$ cat src/rtl/clock_mode_ctrl.sv
// Mode controller for a digital clock: steps NORMAL -> RESET_SEC -> SET_MIN
// -> SET_HOUR on Set, turns Up presses (and held-Up auto-repeat) into
// minute/hour increment pulses, and drops back to NORMAL after a period of
// inactivity in any settings mode. All outputs are registered.
module clock_mode_ctrl #(
  parameter int TIMEOUT_HALF = 60,
  parameter int REPEAT_DELAY = 2
) (
  input  logic       i_Clock,
  input  logic       i_Reset_n,
  input  logic       i_Set_Pulse,
  input  logic       i_Up_Pulse,
  input  logic       i_Up_Level,
  input  logic       i_Tick_Half,
  output logic       o_Run,
  output logic       o_Clear_Sec,
  output logic       o_Inc_Min,
  output logic       o_Inc_Hour,
  output logic [3:0] o_Digit_Mask,
  output logic       o_Dot,
  output logic [1:0] o_Mode
);

  localparam int TW = (TIMEOUT_HALF < 2) ? 1 : $clog2(TIMEOUT_HALF + 1);
  localparam int RW = (REPEAT_DELAY < 1) ? 1 : $clog2(REPEAT_DELAY + 1);

  typedef enum logic [1:0] {
    ST_NORMAL    = 2'd0,
    ST_RESET_SEC = 2'd1,
    ST_SET_MIN   = 2'd2,
    ST_SET_HOUR  = 2'd3
  } state_t;

  state_t        state_reg, state_next;
  logic [TW-1:0] inact_cnt_reg, inact_cnt_next;
  logic [RW-1:0] rep_cnt_reg, rep_cnt_next;
  logic          run_reg, run_next;
  logic          clear_sec_reg, clear_sec_next;
  logic          inc_min_reg, inc_min_next;
  logic          inc_hour_reg, inc_hour_next;
  logic [3:0]    mask_reg, mask_next;
  logic          dot_reg, dot_next;

  logic in_settings;
  logic in_edit;
  logic timeout;
  logic repeat_fire;
  logic inc_req;

  // State, counters and all registered outputs; reset forces the NORMAL display
  always_ff @(posedge i_Clock or negedge i_Reset_n) begin
    if (!i_Reset_n) begin
      state_reg     <= ST_NORMAL;
      inact_cnt_reg <= '0;
      rep_cnt_reg   <= '0;
      run_reg       <= 1'b1;
      clear_sec_reg <= 1'b0;
      inc_min_reg   <= 1'b0;
      inc_hour_reg  <= 1'b0;
      mask_reg      <= 4'b1111;
      dot_reg       <= 1'b1;
    end else begin
      state_reg     <= state_next;
      inact_cnt_reg <= inact_cnt_next;
      rep_cnt_reg   <= rep_cnt_next;
      run_reg       <= run_next;
      clear_sec_reg <= clear_sec_next;
      inc_min_reg   <= inc_min_next;
      inc_hour_reg  <= inc_hour_next;
      mask_reg      <= mask_next;
      dot_reg       <= dot_next;
    end
  end

  // Next-state, counter and output decode; Set beats timeout, both suppress increments
  always_comb begin
    state_next     = state_reg;
    inact_cnt_next = inact_cnt_reg;
    rep_cnt_next   = rep_cnt_reg;
    run_next       = 1'b1;
    clear_sec_next = 1'b0;
    inc_min_next   = 1'b0;
    inc_hour_next  = 1'b0;
    mask_next      = 4'b1111;
    dot_next       = dot_reg;

    in_settings = (state_reg != ST_NORMAL);
    in_edit     = (state_reg == ST_SET_MIN) || (state_reg == ST_SET_HOUR);

    // Timeout fires on the tick that would bring the idle count to TIMEOUT_HALF
    timeout = in_settings && i_Tick_Half && !i_Set_Pulse && !i_Up_Pulse &&
              (inact_cnt_reg == TW'(TIMEOUT_HALF - 1));

    if (i_Set_Pulse) begin
      unique case (state_reg)
        ST_NORMAL:    state_next = ST_RESET_SEC;
        ST_RESET_SEC: state_next = ST_SET_MIN;
        ST_SET_MIN:   state_next = ST_SET_HOUR;
        ST_SET_HOUR:  state_next = ST_NORMAL;
        default:      state_next = ST_NORMAL;
      endcase
    end else if (timeout) begin
      state_next = ST_NORMAL;
    end

    // Auto-repeat: once the held count has saturated, every tick is a press
    repeat_fire = in_edit && i_Up_Level && i_Tick_Half &&
                  (rep_cnt_reg >= RW'(REPEAT_DELAY));
    inc_req     = in_edit && !i_Set_Pulse && !timeout && (i_Up_Pulse || repeat_fire);
    inc_min_next  = inc_req && (state_reg == ST_SET_MIN);
    inc_hour_next = inc_req && (state_reg == ST_SET_HOUR);

    if (!in_edit || !i_Up_Level || (state_next != state_reg)) begin
      rep_cnt_next = '0;
    end else if (i_Tick_Half && (rep_cnt_reg < RW'(REPEAT_DELAY))) begin
      rep_cnt_next = rep_cnt_reg + RW'(1);
    end

    if (!in_settings || i_Set_Pulse || i_Up_Pulse || timeout) begin
      inact_cnt_next = '0;
    end else if (i_Tick_Half) begin
      inact_cnt_next = inact_cnt_reg + TW'(1);
    end

    // Outputs follow the state being entered so they change with o_Mode
    unique case (state_next)
      ST_NORMAL: begin
        run_next  = 1'b1;
        mask_next = 4'b1111;
      end
      ST_RESET_SEC: begin
        run_next       = 1'b0;
        clear_sec_next = 1'b1;
        mask_next      = 4'b0000;
      end
      ST_SET_MIN: begin
        run_next  = 1'b0;
        mask_next = 4'b1100;
      end
      ST_SET_HOUR: begin
        run_next  = 1'b0;
        mask_next = 4'b0011;
      end
      default: begin
        run_next  = 1'b1;
        mask_next = 4'b1111;
      end
    endcase

    // Colon blinks only in NORMAL and restarts lit whenever NORMAL is re-entered
    if (state_next != ST_NORMAL) begin
      dot_next = 1'b0;
    end else if (state_reg != ST_NORMAL) begin
      dot_next = 1'b1;
    end else if (i_Tick_Half) begin
      dot_next = ~dot_reg;
    end
  end

  assign o_Mode       = state_reg;
  assign o_Run        = run_reg;
  assign o_Clear_Sec  = clear_sec_reg;
  assign o_Inc_Min    = inc_min_reg;
  assign o_Inc_Hour   = inc_hour_reg;
  assign o_Digit_Mask = mask_reg;
  assign o_Dot        = dot_reg;

endmodule

$ cat config.mk
export PLATFORM = sky130hd
export DESIGN_NAME = clock_mode_ctrl
export DESIGN_NICKNAME = d
export VERILOG_FILES = /design/src/rtl/clock_mode_ctrl.sv
export SDC_FILE = /design/constraint.sdc
export NUM_CORES = 1
export LEC_CHECK = 0
export CORE_UTILIZATION = 40
export CTS_CLUSTER_DIAMETER = 120
export DETAILED_ROUTE_END_ITERATION = 8
export PLACE_DENSITY = 0.67
export SLEW_MARGIN = 20
export SYNTH_ARGS = -nofsm -noshare
export SYNTH_HDL_FRONTEND = slang
export SYNTH_SLANG_ARGS = --single-unit
$ cat constraint.sdc
create_clock -name i_Clock -period 5 [get_ports i_Clock]
set_input_delay 1 -clock i_Clock [delete_from_list [all_inputs] [get_ports i_Clock]]
set_output_delay 1 -clock i_Clock [all_outputs]
set_load 0.005 [all_outputs]
Word level (Yosys, flattened, before mapping):

Cells that the tools add are included.
W data, S select, Z words.

* equality and inequality tests: 8
* reductions and logical operators: 34
* $add $sub $neg: 2
* magnitude comparators: 2
* bitwise gates (word level): 1
* mux-type cells: 13

Operator list (number)
* $pmux W4 S4: 1
* $logic_and A1 B1 Y1: 13
* $mux W6: 2
* $eq A2 B2 Y1 const B: 4
* $mux W2: 4
* $pmux W2 S4: 1
* $reduce_bool A2 Y1: 4
* $logic_or A1 B1 Y1: 7
* $add A6 B1 Y6 const B: 1
* $eq A6 B6 Y1 const B: 1
* $logic_not A1 Y1: 6
* $eq A2 B1 Y1 const B: 2
* $logic_not A2 Y1: 2
* $mux W1: 4
* $reduce_bool A3 Y1: 1
* $reduce_or A3 Y1: 1
* $add A2 B1 Y2 const B: 1
* $ge A2 B2 Y1 const B: 1
* $lt A2 B2 Y1 const B: 1
* $ne A2 B2 Y1: 1
* $pmux W1 S2: 1
* $not A1 Y1: 1

* flip-flop bits (word level): 19

Longest topological paths before layout:

* depth in word-level cells: 10
* depth in mapped cells: 6

Worst setup path before layout:

No wires, ideal clock.

* kind: in2reg
* from: input port i_Tick_Half
* to: register dot_reg, in the netlist o_Dot
* required time: 4920 ps
* stages on the path: 6
* data arrival time: 2260 ps
* library setup time: 80 ps
* setup slack: 2660 ps
* path through: buf_2 nand2_1 or4_4 a22oi_1 ha_1 a21boi_0

* word-level cells in the longest chain between the ends: 8
* elaborated cells on any way between the ends: 9
* those cells by class: mux: 3; reduce/logical: 6

Ends and longest elaborated chain
* start, declared: line 14 `input logic i_Tick_Half,`
* $logic_and A1 B1 Y1 (4 in a row): line 91 `timeout = in_settings && i_Tick_Half && !i_Set_Pulse && !i_Up_Pulse &&`
* $mux W2: line 102 `end else if (timeout) begin`
* $mux W2: line 94 `if (i_Set_Pulse) begin`
* $reduce_bool A2 Y1: line 151 `if (state_next != ST_NORMAL) begin`
* $reduce_bool A3 Y1 (no source line) / $mux W1 (equally long branches)
* end signal, assigned: line 71 `dot_reg <= dot_next;`
* end, declared: line 42 `logic dot_reg, dot_next;`

Parallel ways exist; a longest one is shown, timed or not.
A chain may end at the register's enable or synchronous reset.

Worst setup path in the final report:

Ends and elaborated chain as after synthesis.

==> results.md <==
- CTS tree: built
- CTS-repair resized insts: 0
- Finished Cell Area: 0.001099 sq mm
- Critical path's largest stage delay: 0.69 ns
- Synth Warn #: 0
- Post-synth net total: 94
- Wirelength per Cell: 13.28 microns
- Crit path launch type: input port
- DRT Pass-1 Iters: 4
- Synthesized flop and latch total: 17
- DRT iter0 DRCs: 17
- Final wirelength: between 1500 and 2000 microns
- Post-route clock period utilization: 0.5665
- Crit Path Category: input port to flop
- CP max-delay cell: clkdlybuf4s50_1
- Worst path arrival time: 3.04 ns
- Largest fanout on the critical path: 9
- Post-Syn Instances: 81
- Area share of the largest cell type after synthesis: 0.3611
- RSZ-0062 raised after global routing: false
- Vias per cell: 5.234
- Status: finished clean
- Clk slew on worst S/H paths: 0.10 ns
- Setup tns final: 0 ns
- P_leak: 0.4929 nW
- VDD IR max: 0.0003109 V
- Antenna-violating nets left: 0
- Synthesized area per cell: around 11 sq um
- Placement Rows: 16
- Via Count: about 650
- WHS: around 0.57 ns
- Crit-path cells: clkdlybuf4s50_1 -> nand2_1 -> or4_4 -> a22oi_1 -> ha_1 -> a21boi_0
- CP top delay family: buffers and inverters
- Starting Density: 0.4412
- First-pass GRT wire length: 2725 microns
- Clock sinks: 17
- Buf/Inv on CP: 1
- Slew Limit Headroom: 0.4909
- CTS buffer count: 3
- # DRC: 0
- H-Tree Depth: 1
- Initial antenna violation count: 0
- Later-pin clock latency in the skew report: 0.28 ns
- Grt ovf: 0
- CTS Hold Bufs: 0
- Final Hold Viols: 0
- Top-level I/O count: 17
- Endpoints failing setup: 0
- DP Worst Slack: ~1.9 ns
- Placed cell areas: between 0.001 and 0.0015 sq mm
- Root buf cell: clkbuf_4
- Max clock buf depth: 2
- Die Width: 49.46 microns
- Slew Viols, Final: 0
- Final Wtd Congestion: 0.7334
- Cell Area, Synth: 900.9 sq um
- Max FFs per register: 6
- Setup slack after layout: ~2.2 ns
- Pin count of the biggest net entering global routing: 18
- Die Footprint: roughly 0.0024 sq mm
- PD cells: 451.1 mW/mm^2
- Area Growth Syn to Fin: 21.94%
- HPWL after DPL: 1254 microns
- Hold crit path type: flop to flop
- Core ar.: 0.002042 sq mm
- Global Route Usage Sum: 0.1492
- Final Total Pwr: approximately 500 uW
- Maxcap violations: 0
- Dominant cells by area after synthesis: dfrtp_1, dfstp_2, ha_1
- Diodes inserted: 0
- Req. time, crit path: 5.21 ns
- Port Buffers: 16
- Vias in the first global route: 640
- Sequential cell area fraction in the yosys report: 0.4778
- Critical Path End Type: flop
- Proportion of layout cells with a drive suffix above 1: 0.1031
- Final net count: 111
- Layout Skew: 0.002515 ns
- Minimum clock period: 2.832 ns
- Die height: 49.46 microns
- Worst-margin pin slew: about 0.76 ns
- Synth cell types: 33
- Fmax: 353.1 MHz
- Post CTS Setup Buffer Count: 0
- Dominant cell type by area after synthesis: dfrtp_1
==> routing by layer <==
| metal | vias to the layer above | wire, microns | track usage |
|---|---|---|---|
| li1 | 318 | - | - |
| met1 | 322 | 751 | 0.1677 |
| met2 | 9 | 848 | 0.2671 |
| met3 | 0 | 48 | 0.04012 |
| met4 | 0 | 0 | 0.05714 |
| met5 | - | 0 | 0 |
==> synthesized netlist by cell type <==
master / count
buf_4: 2
clkbuf_1: 1
nor3_1: 1
o21bai_1: 1
ha_1: 7
a22oi_1: 1
nor4b_1: 1
nand2_1: 2
or3_1: 1
nand4b_4: 1
o211ai_1: 1
and3b_1: 1
nor2b_1: 1
a21boi_0: 4
or4bb_1: 1
or4_4: 1
o221ai_1: 1
a21oi_1: 2
a22o_1: 1
inv_1: 4
o21a_1: 1
nor4_1: 3
buf_2: 1
nor2_1: 7
nand4_1: 2
o21ai_0: 3
dfrtp_1: 13
nand2b_1: 3
xnor2_1: 4
dfstp_2: 4
xor2_1: 3
mux2i_1: 1
o21ai_1: 1
==> worst reg2reg max path, delay by kind of cell (launching register included) <==
family	cells	cell delay (ns)
AO/OA/AOI/OAI	2	0.46
adder cells (fa/ha/maj)	2	0.52
buffers and inverters	1	0.09
AND/OR/NAND/NOR	1	0.57
flip-flops	1	0.45
==> logic make-up after synthesis <==
family                   synth area share
adder cells (fa/ha/maj)           0.09722
AO/OA/AOI/OAI                      0.1195
AND/OR/NAND/NOR                    0.1833
XOR/XNOR                          0.06806
flip-flops                         0.4778
multiplexers                      0.01111
buffers and inverters             0.04304
==> final timing paths <==
check	end	start	slack (ns)	cells after the start
setup / recovery	o_Dot	i_Tick_Half	2.17	6
hold / removal	rep_cnt_reg[0]	rep_cnt_reg[0]	0.57	2
setup reg to reg	o_Dot	o_Mode[0]	2.83	6
hold reg to reg	rep_cnt_reg[0]	rep_cnt_reg[0]	0.57	2
max in group asynchronous	o_Mode[1]	i_Reset_n	3.37	1
min in group asynchronous	inact_cnt_reg[0]	i_Reset_n	1.15	1
==> area by class of cell <==
cell class	count	area, sq um
Timing Repair Buffer	16	160.2
Multi-Input combinational cell	56	431.7
Sequential cell	17	430.4
Inverter	4	15.01
Fill cell	194	943.4
Clock inverter	1	5.005
Tap cell	27	33.78
Clock buffer	3	22.52
==> where the power goes <==
group	switching, mW	internal, mW
sequential	0.0254	0.181
clock	0.0419	0.0297
combinational	0.0929	0.124
total	0.160	0.335
==> through the flow <==
| stage | cells | util |
|---|---|---|
| 6_report | 124 | 0.5380 |
| 5_1_grt | 124 | 0.5380 |
| 4_1_cts | 124 | 0.5380 |
| 3_5_place_dp | 120 | 0.5245 |
| 3_3_place_gp | 120 | 0.5245 |
| 2_1_floorplan | 81 | - |
==> cell usage in the layout (no fill, tap or decap), drive strengths merged <==
cell type	instances
or4bb	1
a22o	1
mux2i	1
o21ai	4
a21oi	2
o221ai	1
nand4b	1
nor2b	1
nor2	7
nand2	2
a22oi	1
inv	4
dfrtp	13
and3b	1
clkinv	1
nor4b	1
nand4	2
dfstp	4
clkbuf	3
nand2b	3
a21boi	4
or4	1
o21a	1
nor4	3
o211ai	1
clkdlybuf4s50	16
xnor2	4
ha	7
or3	1
nor3	1
o21bai	1
xor2	3
Power figures use the tool's default switching activity.
